File: config.mk
export PLATFORM = sky130hd
export DESIGN_NAME = fifo_ctrl
export DESIGN_NICKNAME = d
export VERILOG_FILES = /design/src/rtl/fifo_ctrl.sv
export SDC_FILE = /design/constraint.sdc
export NUM_CORES = 1
export LEC_CHECK = 0
export BUFFER_PORTS_ARGS = -buffer_cell sky130_fd_sc_hd__buf_4
export CAP_MARGIN = 5
export CELL_PAD_IN_SITES_DETAIL_PLACEMENT = 2
export CELL_PAD_IN_SITES_GLOBAL_PLACEMENT = 2
export CORE_AREA = 2 2 49 51
export CTS_BUF_LIST = sky130_fd_sc_hd__clkbuf_4
export DETAILED_ROUTE_END_ITERATION = 12
export DIE_AREA = 0 0 51 53
export PLACE_DENSITY_LB_ADDON = 0.1
export RECOVER_POWER = 100
export SLEW_MARGIN = 30
export SYNTH_ARGS = -nofsm -noshare
export SYNTH_HDL_FRONTEND = slang
export SYNTH_SLANG_ARGS = --single-unit
File: constraint.sdc
create_clock -name clk -period 3.61 [get_ports clk]
set_clock_uncertainty 0.2 [all_clocks]
set_input_delay 0.5415 -clock clk [delete_from_list [all_inputs] [get_ports clk]]
set_output_delay 0.5415 -clock clk [all_outputs]
set_load 0.1 [all_outputs]
File: src/rtl/fifo_ctrl.sv
// fifo_ctrl: pointer, occupancy and sticky-error controller for an external 2^W-word register file.
module fifo_ctrl #(
    parameter int W        = 2,
    parameter int AF_LEVEL = 3,
    parameter int AE_LEVEL = 1
) (
    input  logic         clk,
    input  logic         reset,
    input  logic         rd,
    input  logic         wr,
    input  logic         clr_err,
    output logic [W-1:0] w_addr,
    output logic [W-1:0] r_addr,
    output logic         wr_en,
    output logic         full,
    output logic         empty,
    output logic         almost_full,
    output logic         almost_empty,
    output logic [W:0]   count,
    output logic         overflow,
    output logic         underflow
);
    localparam logic [W:0] DEPTH = (W+1)'(1 << W);
    logic [W-1:0] w_addr_q, w_addr_d, r_addr_q, r_addr_d;
    logic [W:0]   count_q, count_d;
    logic         full_q, empty_q, ovf_q, ovf_d, udf_q, udf_d;
    logic         wr_acc, rd_acc;
    assign wr_acc = wr & (~full_q | rd) & ~reset;
    assign rd_acc = rd & ~empty_q;
    always_comb begin
        w_addr_d = wr_acc ? w_addr_q + 1'b1 : w_addr_q;
        r_addr_d = rd_acc ? r_addr_q + 1'b1 : r_addr_q;
        count_d  = (wr_acc & ~rd_acc) ? count_q + 1'b1 :
                   (rd_acc & ~wr_acc) ? count_q - 1'b1 : count_q;
        // a new error event wins over a coincident clear
        ovf_d    = (wr & full_q & ~rd) | (ovf_q & ~clr_err);
        udf_d    = (rd & empty_q & ~wr) | (udf_q & ~clr_err);
    end
    always_ff @(posedge clk) begin
        if (reset) begin
            w_addr_q <= '0;
            r_addr_q <= '0;
            count_q  <= '0;
            full_q   <= 1'b0;
            empty_q  <= 1'b1;
            ovf_q    <= 1'b0;
            udf_q    <= 1'b0;
        end else begin
            w_addr_q <= w_addr_d;
            r_addr_q <= r_addr_d;
            count_q  <= count_d;
            full_q   <= count_d == DEPTH;
            empty_q  <= count_d == '0;
            ovf_q    <= ovf_d;
            udf_q    <= udf_d;
        end
    end
    assign w_addr       = w_addr_q;
    assign r_addr       = r_addr_q;
    assign wr_en        = wr_acc;
    assign count        = count_q;
    assign full         = full_q;
    assign empty        = empty_q;
    assign almost_full  = 32'(count_q) >= AF_LEVEL;
    assign almost_empty = 32'(count_q) <= AE_LEVEL;
    assign overflow     = ovf_q;
    assign underflow    = udf_q;
endmodule
### Yosys cells after proc, flatten, opt, wreduce, memory -nomap -nowiden

Index checks and enable logic that the tools add are counted.

* register bits: 11
* input port bits: 5
* output and inout bits: 14

* $add $sub $neg: 4
* $lt $le $gt $ge: 2
* equality and inequality tests: 1
* multiplexer cells: 2
* bitwise gates (word level): 22
* reductions and logical operators: 1

Operators with widths (count)
* AND 1 bit: 11
* NOT 1 bit: 8
* 2-to-1 mux 3 bit: 2
* adder 2 x 1 -> 2 bit (second input constant): 2
* adder 3 x 1 -> 3 bit (second input constant): 1
* == test 3 bit (second input constant): 1
* >= comparator 3 x 2 -> 1 bit (second input constant): 1
* <= comparator 3 x 1 -> 1 bit (second input constant): 1
* zero test 3 bit: 1
* OR 1 bit: 3
* subtractor 3 x 1 -> 3 bit (second input constant): 1

### Longest topological paths before layout

Gate-level depths: netlist of run 1.

* depth in word-level cells: 9
* mapped depth: 5

### Worst setup path before layout of run 1

Ideal clock, no wire load.

* path kind: reg2out
* from: register count_q[0] (netlist: count[0])
* to: output port almost_full
* data arrival time: 3336 ps
* setup slack: -468 ps
* stages on the path, launching flop included: 3
* path buffers: 0
* cell sequence: dfxtp_1 > inv_1 > o21ai_0

* word-level cells in the longest chain between the ends: 1

RTL lines
* start: declaration: RTL line 25 `logic [W:0] count_q, count_d;`
* start signal: assignment: RTL line 51 `count_q <= count_d;`
* >= comparator 3 x 2 -> 1 bit: RTL line 64 `assign almost_full = 32'(count_q) >= AF_LEVEL;`
* end: declaration: RTL line 17 `output logic almost_full,`

Every way passes these cells.

### Worst setup path in the final report of run 1

Ends and elaborated chain as after synthesis.

==> results of run 1 <==
[per-stage QoR]
stage                     hold slack, ns  area, sq um  cells
after floorplan                    0.481          651     75
after global placement             0.261          806    119
after detailed placement           0.275          806    119
after CTS                          0.288          836    123
after global routing               0.353          758    123
final                              0.280          758    123
[registers in the layout, summed over array words and instances (netlist names)]
name and cells:
count 3, empty 1, r_addr 2, full 1, underflow 1, w_addr 2
overflow 1
[layout make-up]
cell class	count	area, sq um	share of cell area
Tap cell	28	35.0	0.0462
Timing Repair Buffer	18	78.8	0.104
Clock buffer	4	30.0	0.0396
Multi-Input combinational cell	58	379	0.500
Inverter	4	15.0	0.0198
Sequential cell	11	220	0.290
[cells by family after synthesis]
kind of cell | Yosys count
adders and majority gates | 4
AOI/OAI and AO/OA | 15
DFF | 11
xor gates and xnor gates | 4
buffers and inverters | 6
and+or+nand+nor | 35
[final timing paths]
kind                  start     endpoint  slack (ns)  cells after the start
hold / removal    underflow    underflow        0.28                      2
setup reg to reg   count[0]         full        1.46                      5
hold reg to reg   underflow    underflow        0.28                      2
setup / recovery   count[0]  almost_full        0.76                      5
[power by group]
part           total (mW)  switching [mW]  internal, mW
combinational       0.279           0.232        0.0479
sequential          0.156          0.0183         0.137
clock              0.0930          0.0428        0.0502
[routing by layer]
layer,track usage,vias up
met3,0.0254,2
met4,0.0541,0
li1,-,305
met1,0.178,295
met5,0,-
met2,0.247,14
[placed cells by master, fill, tap and decap left out, types with 2 or more instances in the layout]
cell      Yosys  routed
nor2b_1       2       2
nor2_1       10      10
nor3_1        2       2
nand3_1       5       6
xor2_1        2       2
dfxtp_1      11      11
a21oi_1       6       6
clkbuf_1      1      15
buf_4         0       3
nand2b_1      3       4
nand2_1       3       3
o21ai_1       2       2
ha_1          4       4
xnor2_1       2       2
and3_1        2       2
clkbuf_4      0       4
inv_1         4       4
[tightest hold or removal path, cell delays in order (launching register included)]
cell	delay, ns
dfxtp_1	0.32
nand2b_1	0.07
a21oi_1	0.05
==> impl_metrics.json, run 1 <==
{
  "area_growth_from_synthesis_to_layout_pct": 16.5,
  "postSynthRegisterBits": 11,
  "synthesized_area_fraction_occupied_by_xor_and_xnor_cells": 0.0538,
  "setup_tns_ns": 0,
  "place_congestion": 0.692,
  "synth-async-reset-ratio": 0,
  "synth.net_count": 84,
  "wirelength_microns": 1690,
  "htree_levels": 1,
  "pins_over_slew_limit": 0,
  "hp-class": "reg2reg",
  "core-area_sq_mm": 0.00215,
  "timing.final.hold_violations": 0,
  "synth-adder-area-share": 0.0769,
  "crit_fanout": 9,
  "dp_hpwl_microns": 1320,
  "synth.most_common_cell": "dfxtp_1",
  "dieHeight_microns": 53,
  "power.leakage_nw": 0.284,
  "first_global_vias": 613,
  "cellPowerDensity_mw_per_mm2": 696,
  "timing.critical_path.from_type": "flop",
  "clk_path_buf_depth": 2,
  "cp.required_ns": 2.87,
  "timing_worst_setup_path_type": "reg2out",
  "drt-wirelength-per-cell_microns": 13.8,
  "rsz_0062_raised_after_global_routing": "no",
  "synth_compound_gate_area_share": 0.152,
  "place_worst_setup_slack_ns": 1.38,
  "grt_start_max_net_pins": 16,
  "port-buffer-count": 18,
  "buffer_cell_driving_the_clock_tree_root": "clkbuf_4",
  "post-layout-total-power_mw": 0.528,
  "ios": 19,
  "dr.first_iter.drc_count": 4,
  "finalCritPeriodShare": 0.790,
  "grt_antenna_before_repair": 0,
  "vdd_ir_drop_max_uv": 208,
  "start_util": 0.303,
  "floorplan.die_area_sq_mm": 0.00270,
  "vias_per_cell": 5.01,
  "path_cells": "ha_1 > ha_1 > nor2_1 > o21ai_1 > clkbuf_1",
  "netlist_area_sq_um": 651,
  "synthDominantCellAreaShare": 0.338,
  "critical_path.most_common_cell": "ha_1",
  "inserted_clock_buffers": 3,
  "clkLatencyLatePin_ns": 0.27,
  "resized_after_cts": 0,
  "route.vias.total": 616,
  "groute.usage.overall": 0.144,
  "synth_flop_cell": "dfxtp_1",
  "syn_inst": 75,
  "synth_edf_count": 0,
  "synth_top_family_by_area": "simple AND/OR/NAND/NOR gates",
  "wire_length_of_the_first_global_routing_pass_microns": 2890,
  "endpoint_class_of_the_critical_path": "output port",
  "hold_bufs_at_cts": 0,
  "synthesis.yosys.warnings": 0,
  "routed-wl-met3_microns": 70,
  "critical_path_buf_inv_count": 1,
  "drt_drc_violations_left": 0,
  "tritoncts_clock_tree": "done",
  "maxCapViolCount": 0,
  "critical_path.top_delay_family": "buffers and inverters",
  "final_layout_size_suffix_gt1_frac": 0.105,
  "setup_violations": 0,
  "final.fill_count": 263,
  "clock-sinks": 11,
  "yosys.area_share.simple": 0.333,
  "maxUsedRoutingLayer": "met4",
  "clk_pin_slew_worst_paths_ns": 0.08,
  "avgSynthCellArea_sq_um": 8.67,
  "post_synth_mux_area_share": 0,
  "slowest_delay_ns": 0.87,
  "num-nets-final": 105,
  "worst_pin_slew_ns": 1.17,
  "post_cts_setup_bufs": 0,
  "grt_remaining_overflow": 0,
  "detailroute.wirelength.met2_microns": 798,
  "wirelength_met1_microns": 809,
  "fmax_mhz": 350,
  "slowest_stage": "clkbuf_1",
  "synth_top_cells_by_area": "dfxtp_1 (34%), ha_1 (7.7%), nor2_1 (5.8%)",
  "worst_slew_margin_rel": 0.222,
  "status": "finished clean",
  "rows": 17,
  "post_synth_most_frequent_cells": "dfxtp_1 (11), nor2_1 (10), a21oi_1 (6)",
  "post-route-min-period_ns": 2.85,
  "insertedDiodeCount": 0,
  "detailedRoute.firstPassIterationCount": 4,
  "setup_slack_ns": 0.757,
  "arrival_ns": 2.11,
  "synth_area_leader_cell": "dfxtp_1",
  "finish.utilization": 0.353,
  "seq_area_frac_synth": 0.338,
  "drtAntennaViolNets": 0,
  "synthDistinctLibCells": 30,
  "die-width_microns": 51
}
(Power assumes the default switching activity.)
==> run 2: changes to the inputs <==
Settings changed: CORE_AREA 2 2 49 51 to 2 2 53 55, DIE_AREA 0 0 51 53 to 0 0 55 57.
Clock period 3.61 ns to 2.55 ns, I/O delays scaled along.
==> run 2 against run 1 <==
Global-route usage fell by 0.65 points. Worst setup slack got worse by 0.46 ns. Cell area rose by 3.3%. Utilization fell by 5.3 points. Non-clock buffer count did not move. Routed wire length rose by 8.1%. Worst hold slack got worse by 0.11 ns. Combinational power rose by 46%. Largest cell class unchanged. Largest power group unchanged.
==> impl_metrics.json, run 2 (synthesis gave the netlist of run 1 again) <==
{
  "hold_bufs_at_cts": 0,
  "post_layout_nonfiller_instances": 126,
  "pins_over_slew_limit": 0,
  "area_growth_from_synthesis_to_layout_pct": 20.4,
  "start_util": 0.249,
  "cellPowerDensity_mw_per_mm2": 975,
  "power.leakage_nw": 0.302,
  "rsz_0062_raised_after_global_routing": "no",
  "finalCritPeriodShare": 0.882,
  "worst_slew_margin_rel": 0.224,
  "grt_remaining_overflow": 0,
  "timing.critical_path.from_type": "flop",
  "grt_start_max_net_pins": 16,
  "arrival_ns": 1.67,
  "reg2reg_to": "full",
  "critical_path.top_delay_family": "buffers and inverters",
  "r2r_cells": 5,
  "crit_fanout": 9,
  "grt_antenna_before_repair": 0,
  "rows": 19,
  "resized_after_cts": 0,
  "place_congestion": 0.727,
  "post-route-min-period_ns": 2.25,
  "inserted_clock_buffers": 3,
  "layout.cell_area.non_filler_sq_um": 783,
  "slowest_delay_ns": 0.90,
  "path_cells": "clkbuf_1",
  "dr.first_iter.drc_count": 2,
  "setup_slack_ns": 0.300,
  "clk_path_buf_depth": 2,
  "seq_area_sq_um": 220,
  "fmax_mhz": 444,
  "vias_per_cell": 4.78,
  "setup_tns_ns": 0,
  "place_inst": 122,
  "final_cell_mix": "dfxtp_1 (11), clkbuf_1 (11), nor2_1 (8)",
  "cp-endpoint": "count[0]",
  "postPlaceCellArea_sq_um": 820,
  "timing_worst_setup_path_type": "reg2out",
  "reg2reg_setup_slack_ns": 0.53,
  "vdd_ir_drop_max_uv": 393,
  "cp_num_cells": 1,
  "dieHeight_microns": 57,
  "clkLatencyLatePin_ns": 0.27,
  "ios": 19,
  "tritoncts_clock_tree": "done",
  "wire_length_of_the_first_global_routing_pass_microns": 3110,
  "final_layout_size_suffix_gt1_frac": 0.189,
  "slowest_stage": "clkbuf_1",
  "critical_path_buf_inv_count": 1,
  "clock-sinks": 11,
  "timing.hold.ws_ns": 0.173,
  "port-buffer-count": 18,
  "post_cts_setup_bufs": 0,
  "cp.required_ns": 1.97,
  "dp_hpwl_microns": 1410,
  "drtAntennaViolNets": 0,
  "min_delay_path_depth": 3,
  "hp-class": "in2reg",
  "wirelength_microns": 1830,
  "endpoint_class_of_the_critical_path": "output port",
  "first_global_vias": 652,
  "status": "finished clean",
  "route.vias.total": 602,
  "num-nets-final": 105,
  "setup_violations": 0,
  "final.fill_count": 332,
  "critical_path.startpoint": "count[0]",
  "worst_r2r_startpoint": "count[0]",
  "multi_input_comb_area_sq_um": 390,
  "die-width_microns": 55,
  "worst_pin_slew_ns": 1.17,
  "max_ffs_per_register": 3,
  "finish.utilization": 0.300,
  "detailedRoute.firstPassIterationCount": 4,
  "maxCapViolCount": 0,
  "floorplan.die_area_sq_mm": 0.00314,
  "groute.usage.overall": 0.137,
  "htree_levels": 1,
  "drt-wirelength-per-cell_microns": 14.5,
  "place_worst_setup_slack_ns": 0.624,
  "clk_pin_slew_worst_paths_ns": 0.08,
  "buffer_cell_driving_the_clock_tree_root": "clkbuf_4",
  "post-layout-total-power_mw": 0.764,
  "drt_drc_violations_left": 0,
  "core-area_sq_mm": 0.00262,
  "timing.final.hold_violations": 0,
  "insertedDiodeCount": 0
}
-- run 2: final cells by class --
cell class              count  area share
clock buffers               4      0.0383
inverters                   4      0.0192
multi-input cells          58       0.498
flip-flops and latches     11       0.281
well taps                  31      0.0495
repair buffers             18       0.113
-- run 2: worst min-delay path by stage --
| stage | start | to | slack (ns) |
|---|---|---|---|
| after floorplan | wr | overflow | 0.32 |
| after global placement | underflow | underflow | 0.26 |
| after detailed placement | underflow | underflow | 0.27 |
| after CTS | clr_err | underflow | 0.17 |
| after global routing | clr_err | underflow | 0.18 |
| final | clr_err | underflow | 0.17 |
-- run 2: per-layer routing --
layer  vias up  global-route usage  part of all wire
met3         2              0.0314             0.039
li1        302                   -                 -
met1       285               0.179              0.45
met4         0              0.0418            0.0093
met2        13               0.221              0.50
met5         -                   0                 0
-- run 2: power breakdown --
part	switching, mW	internal (mW)
clock network	0.0645	0.0712
logic	0.331	0.0758
registers	0.0269	0.194
total	0.422	0.341
